`src/rtl/trigger_link_pkg.sv`:
```
// Shared definitions for the trigger-channel link.
// Used by the command transmitter and the existing receiver.
package trigger_link_pkg;

    localparam logic [15:0] CMD_HEADER    = 16'hC7E5;
    localparam logic [15:0] UPLOAD_HEADER = 16'hE97B;

    typedef enum logic [2:0] {
        ST_IDLE    = 3'd0,
        ST_HDR     = 3'd1,
        ST_PAYLOAD = 3'd2,
        ST_GAP     = 3'd3
    } tx_state_e;

    function automatic logic [15:0] swap16(
        input logic [15:0] w,
        input logic        en
    );
        return en ? {w[7:0], w[15:8]} : w;
    endfunction

endpackage

```
`src/rtl/trigger_cmd_fifo.sv`:
```
// Synchronous command FIFO with full/empty/count status.
// Depth must be a power of two so the pointers wrap naturally.
module trigger_cmd_fifo #(
    parameter int DEPTH = 4,
    parameter int WIDTH = 16,
    localparam int AW   = $clog2(DEPTH)
) (
    input  logic             clk_in,
    input  logic             rst_n,
    input  logic             push,
    input  logic [WIDTH-1:0] wdata,
    input  logic             pop,
    output logic [WIDTH-1:0] rdata,
    output logic             full,
    output logic             empty,
    output logic [AW:0]      count
);

    logic [WIDTH-1:0] r_mem [DEPTH];
    logic [AW-1:0]    r_wptr;
    logic [AW-1:0]    r_rptr;
    logic [AW:0]      r_count;
    logic             w_push;
    logic             w_pop;

    assign full  = (r_count == (AW+1)'(DEPTH));
    assign empty = (r_count == '0);
    assign count = r_count;
    assign rdata = r_mem[r_rptr];

    assign w_push = push && !full;
    assign w_pop  = pop && !empty;

    always_ff @(posedge clk_in) begin
        if (w_push) r_mem[r_wptr] <= wdata;
    end

    always_ff @(posedge clk_in or negedge rst_n) begin
        if (!rst_n) begin
            r_wptr  <= '0;
            r_rptr  <= '0;
            r_count <= '0;
        end else begin
            if (w_push) r_wptr <= r_wptr + 1'b1;
            if (w_pop)  r_rptr <= r_rptr + 1'b1;
            unique case ({w_push, w_pop})
                2'b10:   r_count <= r_count + 1'b1;
                2'b01:   r_count <= r_count - 1'b1;
                default: r_count <= r_count;
            endcase
        end
    end

endmodule

```
`src/rtl/trigger_cmd_tx.sv`:
```
// Trigger-channel command transmitter: buffers (addr, value) commands
// and sends each as a header word followed by a payload word.
module trigger_cmd_tx
    import trigger_link_pkg::*;
#(
    parameter int FIFO_DEPTH = 4,
    parameter int GAP_CYCLES = 2,
    parameter int BYTE_SWAP  = 1
) (
    input  logic        clk_in,
    input  logic        rst_n,
    input  logic        cmd_valid,
    output logic        cmd_ready,
    input  logic [7:0]  cmd_addr,
    input  logic [7:0]  cmd_data,
    input  logic        tx_ready,
    output logic        tx_valid,
    output logic [15:0] tx_data,
    output logic        busy,
    output logic [2:0]  STATE,
    output logic [15:0] frames_sent
);

    localparam int CW = $clog2(FIFO_DEPTH) + 1;
    localparam int GW = (GAP_CYCLES > 1) ? $clog2(GAP_CYCLES) : 1;
    localparam logic [GW-1:0] GAP_LOAD =
        GW'((GAP_CYCLES > 0) ? GAP_CYCLES - 1 : 0);
    localparam logic SWAP_EN = (BYTE_SWAP != 0);

    tx_state_e      r_state;
    logic [15:0]    r_hold;
    logic [15:0]    r_tx_data;
    logic           r_tx_valid;
    logic [15:0]    r_frames;
    logic [GW-1:0]  r_gap;

    logic           w_push;
    logic           w_pop;
    logic           w_full;
    logic           w_empty;
    logic [CW-1:0]  w_count;
    logic [15:0]    w_rdata;

    assign w_push = cmd_valid && !w_full;
    assign w_pop  = (r_state == ST_IDLE) && !w_empty;

    trigger_cmd_fifo #(
        .DEPTH (FIFO_DEPTH),
        .WIDTH (16)
    ) u_fifo (
        .clk_in (clk_in),
        .rst_n  (rst_n),
        .push   (w_push),
        .wdata  ({cmd_addr, cmd_data}),
        .pop    (w_pop),
        .rdata  (w_rdata),
        .full   (w_full),
        .empty  (w_empty),
        .count  (w_count)
    );

    // Words stay registered and untouched until the link takes them.
    always_ff @(posedge clk_in or negedge rst_n) begin
        if (!rst_n) begin
            r_state    <= ST_IDLE;
            r_hold     <= '0;
            r_tx_data  <= '0;
            r_tx_valid <= 1'b0;
            r_frames   <= '0;
            r_gap      <= '0;
        end else begin
            unique case (r_state)
                ST_IDLE: begin
                    if (!w_empty) begin
                        r_hold     <= w_rdata;
                        r_tx_valid <= 1'b1;
                        r_tx_data  <= swap16(CMD_HEADER, SWAP_EN);
                        r_state    <= ST_HDR;
                    end
                end
                ST_HDR: begin
                    if (tx_ready) begin
                        r_tx_data <= swap16(r_hold, SWAP_EN);
                        r_state   <= ST_PAYLOAD;
                    end
                end
                ST_PAYLOAD: begin
                    if (tx_ready) begin
                        r_tx_valid <= 1'b0;
                        r_frames   <= r_frames + 16'd1;
                        if (GAP_CYCLES == 0) begin
                            r_state <= ST_IDLE;
                        end else begin
                            r_gap   <= GAP_LOAD;
                            r_state <= ST_GAP;
                        end
                    end
                end
                ST_GAP: begin
                    if (r_gap == '0) r_state <= ST_IDLE;
                    else             r_gap   <= r_gap - 1'b1;
                end
                default: begin
                    r_tx_valid <= 1'b0;
                    r_state    <= ST_IDLE;
                end
            endcase
        end
    end

    assign cmd_ready   = !w_full;
    assign tx_valid    = r_tx_valid;
    assign tx_data     = r_tx_data;
    assign busy        = (w_count != '0) || (r_state != ST_IDLE);
    assign STATE       = r_state;
    assign frames_sent = r_frames;

endmodule

```
`config.mk`:
```
export PLATFORM = sky130hd
export DESIGN_NAME = trigger_cmd_tx
export DESIGN_NICKNAME = d
export VERILOG_FILES = /design/src/rtl/trigger_link_pkg.sv /design/src/rtl/trigger_cmd_fifo.sv /design/src/rtl/trigger_cmd_tx.sv
export SDC_FILE = /design/constraint.sdc
export NUM_CORES = 1
export LEC_CHECK = 0
export ABC_AREA = 1
export CAP_MARGIN = 20
export CORE_ASPECT_RATIO = 0.75
export CORE_MARGIN = 1
export CORE_UTILIZATION = 55
export CTS_CLUSTER_DIAMETER = 80
export DETAILED_ROUTE_END_ITERATION = 10
export PLACE_DENSITY = 0.77
export SYNTH_ARGS = -nofsm -noshare
export SYNTH_HDL_FRONTEND = slang
export SYNTH_SLANG_ARGS = --single-unit
export TNS_END_PERCENT = 10
```
`constraint.sdc`:
```
create_clock -name clk_in -period 2.8 [get_ports clk_in]
set_clock_uncertainty 0.15 [all_clocks]
set_input_delay 0.56 -clock clk_in [delete_from_list [all_inputs] [get_ports clk_in]]
set_output_delay 0.56 -clock clk_in [all_outputs]
set_load 0.05 [all_outputs]
```
After elaboration in Yosys (flattened, before gate mapping)
Memory sizes are Yosys's and may differ from the RTL's. A register that Yosys moved wholly into a read port is not among the register bits.
Index checks and enable logic that the tools add are counted.

word-level totals
  logic and storage cells = 66
  memories = 1
  output and inout bits = 38
  memory bits (writable) = 64
  bits in read-only memories = 0
  register bits = 44
  input bits = 20
  bits in latches = 0

cells by class
  equal/unequal tests = 10
  bitwise operators = 2
  add/subtract/negate cells = 6
  div/mod/pow operators = 0
  shift operators = 0
  multipliers = 0
  reduce and logical (&&, ||, !) cells = 22
  multiplexer cells = 17
  magnitude comparators = 0

memories
  name          depth  bits a word  rd ports  clocked after Yosys merged registers in  write ports  line                    RTL
  u_fifo.r_mem  4      16           1         1                                        1            trigger_cmd_fifo.sv:19  logic [WIDTH-1:0] r_mem [DEPTH];

operator list
  kind                                                  number
  two-way mux 16 bit                                    2
  case mux 16 bit (2 select lines)                      1
  adder 16 x 1 -> 16 bit (second input constant)        1
  two-way mux 3 bit                                     4
  case mux 3 bit (4 select lines)                       1
  inequality test 2 bit (second input constant)         4
  equality test 3 x 2 -> 1 bit (second input constant)  2
  zero test 3 bit                                       2
  two-way mux 1 bit                                     6
  case mux 3 bit (2 select lines)                       1
  AND reduction 2 bit                                   3
  AND reduction 3 bit                                   2
  nonzero test 2 bit                                    3
  nonzero test 3 bit                                    2
  adder 2 x 1 -> 2 bit (second input constant)          2
  logical AND 1 bit                                     4
  AND reduction 4 bit                                   1
  adder 3 x 1 -> 3 bit (second input constant)          1
  equality test 3 x 1 -> 1 bit (second input constant)  1
  equality test 3 bit (second input constant)           1
  zero test 1 bit                                       3
  case mux 1 bit (3 select lines)                       1
  subtractor 3 x 1 -> 3 bit (second input constant)     1
  equality test 2 x 1 -> 1 bit (second input constant)  1
  other kinds (6)                                       7

Depth between registers and ports, before layout
Gate-level depths: netlist of run 1.

  depth in word-level cells = 6
  gate-level depth with buffers = 11

Modules after synthesis
From an unflattened synthesis of run 1, not the netlist that was laid out.

second synthesis, totals
  cells, all modules = 515
  area total of the unflattened synthesis = 5408.9 um^2

modules (own cells, without submodules)
  module            cells each  instances  seq. area each (um^2)  area an instance (um^2)
  trigger_cmd_fifo  248         1          2097.0                 3022.9
  trigger_cmd_tx    267         1          1301.2                 2386.0

Least setup slack after synthesis of run 1
Ideal clock, no wire load.

  path type = register to register
  start point = reg r_state[0] (netlist: STATE[0])
  end point = reg u_fifo.r_count[2] (netlist: u_fifo.count[2])
  setup slack = 241 ps
  data arrival time = 2278 ps
  stages on the path, launching flop included = 12
  period minus slack after synthesis = 2559 ps
  required time = 2519 ps
  cell sequence = dfrtp_1 > inv_1 > ha_1 > nand2_2 > inv_4 > buf_4 > ha_1 > inv_1 > fa_1 > a21oi_1 > o21ai_0 > xor2_1

on the way
  longest elaborated chain between the ends = 5

RTL lines
  element                                                                       line                    RTL
  from (decl)                                                                   trigger_cmd_tx.sv:30    tx_state_e r_state;
  from (signal assigned)                                                        trigger_cmd_tx.sv:65    r_state <= ST_IDLE;
  from (signal assigned)                                                        trigger_cmd_tx.sv:78    r_state <= ST_HDR;
  from (signal assigned)                                                        trigger_cmd_tx.sv:84    r_state <= ST_PAYLOAD;
  zero test 3 bit (*)                                                           trigger_cmd_tx.sv:45    assign w_pop = (r_state == ST_IDLE) && !w_empty;
  logical AND 1 bit (*)                                                         trigger_cmd_tx.sv:45
  named net u_fifo.pop                                                          trigger_cmd_fifo.sv:12  input logic pop,
  logical AND 1 bit (*)                                                         trigger_cmd_fifo.sv:32  assign w_pop = pop && !empty;
  equality test 2 x 1 -> 1 bit / equality test 2 bit (equally long branches)    trigger_cmd_fifo.sv:46  unique case ({w_push, w_pop})
  case mux 3 bit (2 select lines) / nonzero test 2 bit (equally long branches)  -
  to (signal assigned)                                                          trigger_cmd_fifo.sv:47  2'b10: r_count <= r_count + 1'b1;
  to (signal assigned)                                                          trigger_cmd_fifo.sv:48  2'b01: r_count <= r_count - 1'b1;
  to (signal assigned)                                                          trigger_cmd_fifo.sv:49  default: r_count <= r_count;
  to (decl)                                                                     trigger_cmd_fifo.sv:22  logic [AW:0] r_count;

The timed path passes the listed nets; every way through them passes the cells marked *.
A chain may end at the register's enable or synchronous reset.

Worst setup path in the final report of run 1
  start point = reg r_state[0] (netlist: STATE[0])
  end point = out busy

on the way
  longest elaborated chain between the ends = 2

RTL lines
  element             line                   RTL
  nonzero test 3 bit  trigger_cmd_tx.sv:114  assign busy = (w_count != '0) || (r_state != ST_IDLE);
  logical OR 1 bit    trigger_cmd_tx.sv:114
  to (decl)           trigger_cmd_tx.sv:19   output logic busy,

Every way passes these cells.

==> run_summary.xml, run 1 <==
<?xml version="1.0" encoding="UTF-8"?>
<metrics>
  <group name="die">
    <metric name="die_x" unit="um">114</metric>
    <metric name="ioPinCount" unit="">58</metric>
    <metric name="design.die.area" unit="um^2">9750</metric>
    <metric name="initial_core_util" unit="%">56.7</metric>
    <metric name="floorplan.core_area" unit="um^2">9080</metric>
    <metric name="rows" unit="">30</metric>
    <metric name="die_span_in_y" unit="um">85.8</metric>
  </group>
  <group name="logic_synthesis">
    <metric name="synth-warning-count" unit="">0</metric>
    <metric name="yosys-mux-area-fraction" unit="%">0</metric>
    <metric name="synth.ff_latch_count" unit="">123</metric>
    <metric name="synth_edf_count" unit="">64</metric>
    <metric name="seq_area_frac_synth" unit="%">66.0</metric>
    <metric name="mappedNetlistNets" unit="">526</metric>
    <metric name="yosys.area_share.simple" unit="%">17.0</metric>
    <metric name="syn-mean-instance-area" unit="um^2">10.4</metric>
    <metric name="number_of_distinct_standard_cells_referenced_by_the_synthesized_netlist" unit="">25</metric>
    <metric name="most_frequently_used_flop_master_after_synthesis" unit="">sky130_fd_sc_hd__edfxtp_1</metric>
    <metric name="synth-xor-area-share" unit="%">2.21</metric>
    <metric name="postSynth.asyncResetShare" unit="%">48.0</metric>
    <metric name="synth-compound-area-share" unit="%">7.44</metric>
    <metric name="post_synth_instance_area" unit="um^2">5150</metric>
    <metric name="netlist_instances" unit="">495</metric>
    <metric name="synthAdderAreaFrac" unit="%">2.82</metric>
    <metric name="synth_top_family_by_area" unit="">simple AND/OR/NAND/NOR gates</metric>
  </group>
  <group name="worst_hold_path">
    <metric name="worst_hold_path_type" unit="">input pin to asynchronous set/reset pin</metric>
  </group>
  <group name="route">
    <metric name="drcViolationCount" unit="">0</metric>
    <metric name="antenna_violating_nets_post_route" unit="">0</metric>
    <metric name="drt_iter0_markers" unit="">206</metric>
    <metric name="post_drt_via_cell_ratio" unit="">5.24</metric>
    <metric name="total_via_count_in_the_routed_design" unit="">3666</metric>
    <metric name="detail_route.wirelength" unit="um">10300</metric>
    <metric name="first_pass_iters" unit="">5</metric>
    <metric name="wl_per_cell" unit="um">14.8</metric>
  </group>
  <group name="clocking">
    <metric name="clkSinkCount" unit="">123</metric>
    <metric name="cts_tree" unit="">done</metric>
    <metric name="ctsLongestPathBuffers" unit="">2</metric>
    <metric name="post_cts.repair.setup_buffers" unit="">0</metric>
    <metric name="cts_root_buffer_type" unit="">sky130_fd_sc_hd__clkbuf_16</metric>
    <metric name="numCtsBuffers" unit="">17</metric>
    <metric name="clkTransAtPathRegs" unit="ps">60</metric>
    <metric name="cts.htree.levels" unit="">4</metric>
    <metric name="insertion_delay" unit="ps">410</metric>
  </group>
  <group name="sta">
    <metric name="fin_tns_setup" unit="ps">0</metric>
    <metric name="timing.slew.headroom" unit="%">56.9</metric>
    <metric name="setup-violations-final" unit="">0</metric>
    <metric name="rsz_0062_raised_after_global_routing" unit="">false</metric>
    <metric name="max_slew_violations" unit="">0</metric>
    <metric name="timing.final.crit_share" unit="%">93.7</metric>
    <metric name="fmax" unit="MHz">381</metric>
    <metric name="finalWorstPathRequiredPeriod" unit="ps">2620</metric>
    <metric name="timing_hold_violations_final" unit="">0</metric>
    <metric name="timing_worst_slew_pin_value" unit="ps">647</metric>
  </group>
  <group name="setup_path">
    <metric name="critical_path.top_delay_family" unit="">buffers and inverters</metric>
    <metric name="worst-setup-path-type" unit="">flop to output port</metric>
    <metric name="endpoint_arrival_time_on_the_critical_path" unit="ps">1910</metric>
    <metric name="worst_path_max_fanout" unit="">5</metric>
    <metric name="critPathLaunch" unit="">STATE[0]</metric>
    <metric name="timing.critical_path.depth" unit="">4</metric>
    <metric name="critical_path.cell_chain" unit="">inv_1, ha_1, nand4_1, dlygate4sd2_1</metric>
    <metric name="rr_worst_depth" unit="">10</metric>
    <metric name="regToRegSetupSlack" unit="ps">430</metric>
    <metric name="critical_r2r_capture" unit="">u_fifo.count[2]</metric>
    <metric name="cp_max_stage_cell" unit="">sky130_fd_sc_hd__dlygate4sd2_1</metric>
    <metric name="max_stage_delay" unit="ps">550</metric>
    <metric name="critPathBufInv" unit="">2</metric>
    <metric name="crit_path_end" unit="">busy</metric>
    <metric name="timing.critical_path.from_type" unit="">flop</metric>
    <metric name="rr_startpoint" unit="">STATE[0]</metric>
    <metric name="cp_data_required_time" unit="ps">2090</metric>
    <metric name="timing.critical_path.to_type" unit="">output port</metric>
  </group>
  <group name="final_layout">
    <metric name="filler_cell_count" unit="">663</metric>
    <metric name="multiInputGateArea" unit="um^2">1520</metric>
    <metric name="drive_above_1_share" unit="%">8.41</metric>
    <metric name="finalNetCount" unit="">591</metric>
    <metric name="syn_to_final_growth" unit="%">24.2</metric>
    <metric name="n_antenna_cell" unit="">0</metric>
    <metric name="finish.utilization" unit="%">70.4</metric>
    <metric name="regArea" unit="um^2">3400</metric>
  </group>
  <group name="global_route">
    <metric name="wire_length_of_the_first_global_routing_pass" unit="um">17100</metric>
    <metric name="grt.total_usage" unit="%">23.8</metric>
    <metric name="antenna_found_initial" unit="">0</metric>
    <metric name="maximum_number_of_pins_on_one_net_before_global_route_repair" unit="">35</metric>
    <metric name="total_gr_overflow" unit="">0</metric>
    <metric name="grt_pass1_vias" unit="">3490</metric>
  </group>
  <group name="placed_design">
    <metric name="gp_routability_congestion" unit="">0.815</metric>
    <metric name="port_buffers" unit="">56</metric>
    <metric name="dp_hpwl" unit="um">6390</metric>
  </group>
  <group name="power">
    <metric name="combinationalPowerShare" unit="%">37.2</metric>
    <metric name="seqPwrFrac" unit="%">35.6</metric>
    <metric name="cell_internal_power" unit="uW">4700</metric>
    <metric name="sw_frac_of_total" unit="%">38.5</metric>
    <metric name="worst_ir_drop_vdd" unit="mV">0.614</metric>
    <metric name="switchingPower" unit="uW">2950</metric>
    <metric name="power_frac_clock" unit="%">27.1</metric>
    <metric name="pwr_cell_area" unit="nW/um^2">1200</metric>
    <metric name="total_leakage_power" unit="uW">0.00265</metric>
  </group>
  <group name="job">
    <metric name="timing.max_cap.violations" unit="">0</metric>
  </group>
  <group name="status">
    <metric name="run_status" unit="">completed</metric>
  </group>
</metrics>
## how the worst min path moves through the flow
stage	endpoint	slack (ps)	depth (start not counted)
after global routing	u_fifo.count[1]	60	1
after floorplan	STATE[0]	110	0
after CTS	u_fifo.count[1]	30	1
after detailed placement	r_hold[6]	320	2
after global placement	r_hold[2]	310	2
final	u_fifo.count[1]	20	1
## routing by layer
| layer | vias up | GRT usage, % | wire [um] |
|---|---|---|---|
| met4 | 0 | 7.18 | 77 |
| li1 | 1752 | - | - |
| met3 | 8 | 7.77 | 856 |
| met5 | - | 0 | 0 |
| met1 | 1758 | 33.1 | 4720 |
| met2 | 148 | 35.9 | 4680 |
## sequential cells by signal (all words and copies together), names as in the netlist
| name | cells |
|---|---|
| u_fifo.r_wptr | 2 |
| u_fifo.count | 3 |
| STATE | 2 |
| u_fifo.r_rptr | 2 |
| tx_valid | 1 |
| r_gap | 1 |
| frames_sent | 16 |
| r_hold | 16 |
| u_fifo.r_mem | 64 |
| tx_data | 16 |
## cell families after synthesis
family | after synthesis
flip-flops | 123
buffers and inverters | 52
other | 1
adder cells (fa/ha/maj) | 11
AO/OA/AOI/OAI | 76
XOR/XNOR | 13
AND/OR/NAND/NOR | 219
## timing repair
action,CTS,global route
hold buffers,0,0
endpoints found under the setup margin,1,0
resized for setup,1,0
## synth_stat cells, types with 2 or more instances
library cell | count | area share [%]
sky130_fd_sc_hd__xnor2_1 | 5 | 0.85
sky130_fd_sc_hd__o21ai_1 | 49 | 4.8
sky130_fd_sc_hd__nand4_1 | 6 | 0.73
sky130_fd_sc_hd__buf_4 | 6 | 0.87
sky130_fd_sc_hd__clkbuf_1 | 4 | 0.29
sky130_fd_sc_hd__nand3_1 | 10 | 0.97
sky130_fd_sc_hd__buf_2 | 8 | 0.78
sky130_fd_sc_hd__inv_1 | 25 | 1.8
sky130_fd_sc_hd__edfxtp_1 | 64 | 37
sky130_fd_sc_hd__ha_1 | 10 | 2.4
sky130_fd_sc_hd__xor2_1 | 8 | 1.4
sky130_fd_sc_hd__nand2_2 | 3 | 0.36
sky130_fd_sc_hd__nor2_1 | 85 | 6.2
sky130_fd_sc_hd__o21ai_0 | 23 | 2.2
sky130_fd_sc_hd__nor2_2 | 2 | 0.24
sky130_fd_sc_hd__nand2_1 | 111 | 8.1
sky130_fd_sc_hd__inv_2 | 8 | 0.58
sky130_fd_sc_hd__dfrtp_1 | 59 | 29
sky130_fd_sc_hd__a21oi_1 | 3 | 0.29
## layout by cell type, fill, tap and decap left out, types with 2 or more instances in the layout
cell type | netlist | routed
sky130_fd_sc_hd__nand2_1 | 111 | 111
sky130_fd_sc_hd__nor2_1 | 85 | 85
sky130_fd_sc_hd__edfxtp_1 | 64 | 64
sky130_fd_sc_hd__dfrtp_1 | 59 | 59
sky130_fd_sc_hd__clkdlybuf4s50_1 | 0 | 54
sky130_fd_sc_hd__o21ai_1 | 49 | 49
sky130_fd_sc_hd__inv_1 | 25 | 25
sky130_fd_sc_hd__o21ai_0 | 23 | 23
sky130_fd_sc_hd__clkbuf_16 | 0 | 17
sky130_fd_sc_hd__nand3_1 | 10 | 10
sky130_fd_sc_hd__ha_1 | 10 | 10
sky130_fd_sc_hd__inv_2 | 8 | 8
sky130_fd_sc_hd__xor2_1 | 8 | 8
sky130_fd_sc_hd__buf_4 | 6 | 7
sky130_fd_sc_hd__nand4_1 | 6 | 6
sky130_fd_sc_hd__xnor2_1 | 5 | 5
sky130_fd_sc_hd__clkinv_1 | 0 | 5
sky130_fd_sc_hd__nand2_2 | 3 | 3
sky130_fd_sc_hd__a21oi_1 | 3 | 3
sky130_fd_sc_hd__clkinv_2 | 0 | 3
sky130_fd_sc_hd__bufinv_16 | 0 | 3
sky130_fd_sc_hd__nor2_2 | 2 | 2
## worst reg2reg max path, cell delays in order, from the launching register on
cell                      delay, ps
sky130_fd_sc_hd__dfrtp_1        420
sky130_fd_sc_hd__inv_1          110
sky130_fd_sc_hd__ha_1           270
sky130_fd_sc_hd__nand2_2        110
sky130_fd_sc_hd__inv_4          170
sky130_fd_sc_hd__ha_1           170
sky130_fd_sc_hd__inv_1           60
sky130_fd_sc_hd__fa_1           380
sky130_fd_sc_hd__a21oi_1        140
sky130_fd_sc_hd__o21ai_0        100
sky130_fd_sc_hd__xor2_1         160
## power groups by stage
stage / logic [uW] / registers, uW / clock network, uW
after floorplan: 1600 / 3180 / 0
after global placement: 2740 / 2720 / 0
after detailed placement: 2830 / 2740 / 0
after CTS: 2870 / 2720 / 2110
after global routing: 3190 / 2770 / 2190
final: 2850 / 2730 / 2070
## final cells by class
class                           count  share of cell area [%]
Multi-Input combinational cell    320                    23.8
Clock buffer                       18                    6.71
Clock inverter                     12                    2.05
Timing Repair Buffer               64                    9.80
Sequential cell                   123                    53.1
Tap cell                          128                    2.50
Inverter                           34                    2.03
## stage by stage
step	hold slack [ps]	instance area [um^2]	setup WS, ps	power, uW	cells
2_1_floorplan	114	5150	241	4780	495
3_3_place_gp	314	5840	417	5460	669
3_5_place_dp	316	5840	340	5570	669
4_1_cts	30.3	6390	180	7700	699
5_1_grt	59.4	6390	93.9	8150	699
6_report	23.3	6390	175	7650	699
(Power assumes the default switching activity.)
==> run 2: changes to the inputs <==
--- a/config.mk
+++ b/config.mk
@@ -6,7 +6,6 @@
 export NUM_CORES = 1
 export LEC_CHECK = 0
 export ABC_AREA = 1
-export CAP_MARGIN = 20
 export CORE_ASPECT_RATIO = 0.75
 export CORE_MARGIN = 1
 export CORE_UTILIZATION = 55
==> results of run 2 <==
No change in the layout: final DEF, timing and power equal those of run 1.
==> run 3: changes to the inputs <==
--- a/config.mk
+++ b/config.mk
@@ -6,7 +6,6 @@
 export NUM_CORES = 1
 export LEC_CHECK = 0
 export ABC_AREA = 1
-export CORE_ASPECT_RATIO = 0.75
 export CORE_MARGIN = 1
 export CORE_UTILIZATION = 55
 export CTS_CLUSTER_DIAMETER = 80
==> constraint.sdc (replaced) <==
create_clock -name clk_in -period 3.1 [get_ports clk_in]
set_clock_uncertainty 0.15 [all_clocks]
set_input_delay 0.62 -clock clk_in [delete_from_list [all_inputs] [get_ports clk_in]]
set_output_delay 0.62 -clock clk_in [all_outputs]
set_load 0.05 [all_outputs]
==> run_summary.xml, run 3 (synthesized netlist as in run 1, its figures left out) <==
<?xml version="1.0" encoding="UTF-8"?>
<metrics>
  <group name="route">
    <metric name="first_pass_iters" unit="">5</metric>
    <metric name="post_drt_via_cell_ratio" unit="">5.20</metric>
    <metric name="total_via_count_in_the_routed_design" unit="">3535</metric>
    <metric name="drcViolationCount" unit="">0</metric>
    <metric name="wl_per_cell" unit="um">14.1</metric>
    <metric name="drt_iter0_markers" unit="">185</metric>
    <metric name="antenna_violating_nets_post_route" unit="">0</metric>
    <metric name="detail_route.wirelength" unit="um">9560</metric>
  </group>
  <group name="final_layout">
    <metric name="drive_above_1_share" unit="%">9.62</metric>
    <metric name="layout.cells.most_common" unit="">sky130_fd_sc_hd__nand2_1</metric>
    <metric name="finalNetCount" unit="">590</metric>
    <metric name="n_antenna_cell" unit="">0</metric>
    <metric name="largest_register" unit="">u_fifo.r_mem</metric>
    <metric name="syn_to_final_growth" unit="%">23.4</metric>
    <metric name="finish.utilization" unit="%">71.4</metric>
    <metric name="largest_reg_flops" unit="">64</metric>
    <metric name="final_cell_area" unit="um^2">6350</metric>
    <metric name="layout.cells.most_common_list" unit="">111 x sky130_fd_sc_hd__nand2_1, 85 x sky130_fd_sc_hd__nor2_1, 64 x sky130_fd_sc_hd__edfxtp_1</metric>
  </group>
  <group name="clocking">
    <metric name="ctsLongestPathBuffers" unit="">2</metric>
    <metric name="clkTransAtPathRegs" unit="ps">60</metric>
    <metric name="clkSinkCount" unit="">123</metric>
    <metric name="postCtsResizedCells" unit="">0</metric>
    <metric name="numCtsBuffers" unit="">17</metric>
    <metric name="cts.htree.levels" unit="">4</metric>
    <metric name="post_cts_hold_buffer_count" unit="">0</metric>
    <metric name="post_cts.repair.setup_buffers" unit="">0</metric>
    <metric name="cts_root_buffer_type" unit="">sky130_fd_sc_hd__clkbuf_8</metric>
    <metric name="insertion_delay" unit="ps">510</metric>
    <metric name="cts_tree" unit="">done</metric>
  </group>
  <group name="die">
    <metric name="initial_core_util" unit="%">57.9</metric>
    <metric name="rows" unit="">34</metric>
    <metric name="die_span_in_y" unit="um">98.7</metric>
    <metric name="ioPinCount" unit="">58</metric>
    <metric name="floorplan.core_area" unit="um^2">8890</metric>
    <metric name="design.die.area" unit="um^2">9750</metric>
    <metric name="die_x" unit="um">98.7</metric>
  </group>
  <group name="global_route">
    <metric name="maximum_number_of_pins_on_one_net_before_global_route_repair" unit="">43</metric>
    <metric name="total_gr_overflow" unit="">0</metric>
    <metric name="grt_pass1_vias" unit="">3471</metric>
    <metric name="wire_length_of_the_first_global_routing_pass" unit="um">16000</metric>
    <metric name="grt.total_usage" unit="%">21.7</metric>
    <metric name="antenna_found_initial" unit="">0</metric>
  </group>
  <group name="sta">
    <metric name="setup-violations-final" unit="">0</metric>
    <metric name="timing_worst_slew_pin_value" unit="ps">903</metric>
    <metric name="fmax" unit="MHz">376</metric>
    <metric name="fin_tns_setup" unit="ps">0</metric>
    <metric name="finalWorstPathRequiredPeriod" unit="ps">2660</metric>
    <metric name="rsz_0062_raised_after_global_routing" unit="">false</metric>
    <metric name="timing.final.crit_share" unit="%">85.8</metric>
    <metric name="max_slew_violations" unit="">0</metric>
    <metric name="timing_hold_violations_final" unit="">0</metric>
    <metric name="timing.slew.headroom" unit="%">39.8</metric>
  </group>
  <group name="setup_path">
    <metric name="critical_path.cell_chain" unit="">inv_1, ha_1, nand4_1, dlymetal6s2s_1</metric>
    <metric name="max_stage_delay" unit="ps">440</metric>
    <metric name="cp_data_required_time" unit="ps">2330</metric>
    <metric name="critPathBufInv" unit="">2</metric>
    <metric name="critical_path.top_delay_family" unit="">buffers and inverters</metric>
    <metric name="worst-setup-path-type" unit="">flop to output port</metric>
    <metric name="cp_max_stage_cell" unit="">sky130_fd_sc_hd__dlymetal6s2s_1</metric>
    <metric name="worst_path_max_fanout" unit="">5</metric>
    <metric name="timing.critical_path.to_type" unit="">output port</metric>
    <metric name="endpoint_arrival_time_on_the_critical_path" unit="ps">1890</metric>
    <metric name="timing.critical_path.from_type" unit="">flop</metric>
  </group>
  <group name="job">
    <metric name="timing.max_cap.violations" unit="">0</metric>
  </group>
  <group name="placed_design">
    <metric name="gp_routability_congestion" unit="">0.883</metric>
    <metric name="port_buffers" unit="">56</metric>
    <metric name="place_area" unit="um^2">5790</metric>
    <metric name="dp_hpwl" unit="um">6010</metric>
  </group>
  <group name="power">
    <metric name="pwr_cell_area" unit="nW/um^2">1070</metric>
    <metric name="worst_ir_drop_vdd" unit="mV">0.430</metric>
    <metric name="total_leakage_power" unit="uW">0.00264</metric>
  </group>
  <group name="status">
    <metric name="run_status" unit="">completed</metric>
  </group>
  <group name="worst_hold_path">
    <metric name="worst_hold_path_type" unit="">input pin to asynchronous set/reset pin</metric>
  </group>
</metrics>
==> run 3: changes by cell type in the layout (fill, tap and decap cells not counted), sizes merged, moves of 2 or more <==
cell	delta
inv	+12
clkinvlp	+2
clkinv	-8
bufinv	-3
==> run 3: power by group <==
group	total [uW]	internal, uW	leakage, uW	switching [uW]
Sequential	2450	2210	0.00132	236
Combinational	2510	781	0.00105	1730
Clock	1820	1030	0.000268	793
==> run 3: path summary, 6_finish.rpt <==
check,depth (start not counted),to,slack [ps],start
max,4,busy,440,STATE[0]
min,1,frames_sent[2],90,rst_n
max reg2reg,10,u_fifo.count[2],470,STATE[0]
min reg2reg,2,r_hold[0],340,r_hold[0]
max in group asynchronous,2,r_hold[5],2000,rst_n
min in group clk_in,2,r_hold[0],340,r_hold[0]
==> run 3: per-layer routing <==
layer	wire length [um]	GRT usage, %	share of wire (%)
met1	3990	27.6	42
met2	4910	34.0	51
met3	485	6.10	5.1
met4	182	11.5	1.9
met5	0	0	0
==> run 3: stage by stage <==
stage | cells | setup slack [ps] | hold slack (ps) | power [uW]
floorplan | 495 | 541 | 174 | 4310
global placement | 648 | 567 | 313 | 4880
detailed placement | 648 | 489 | 316 | 4960
CTS | 680 | 33.8 | 114 | 6840
global route | 680 | 267 | 160 | 7210
finish | 680 | 441 | 86.9 | 6780
==> run 3: area by class of cell <==
type	count	area, um^2
flip-flops and latches	123	3400
fillers	615	2540
multi-input cells	320	1520
repair buffers	63	611
clock buffers	17	414
clock inverters	15	143
well taps	108	135
inverters	34	130
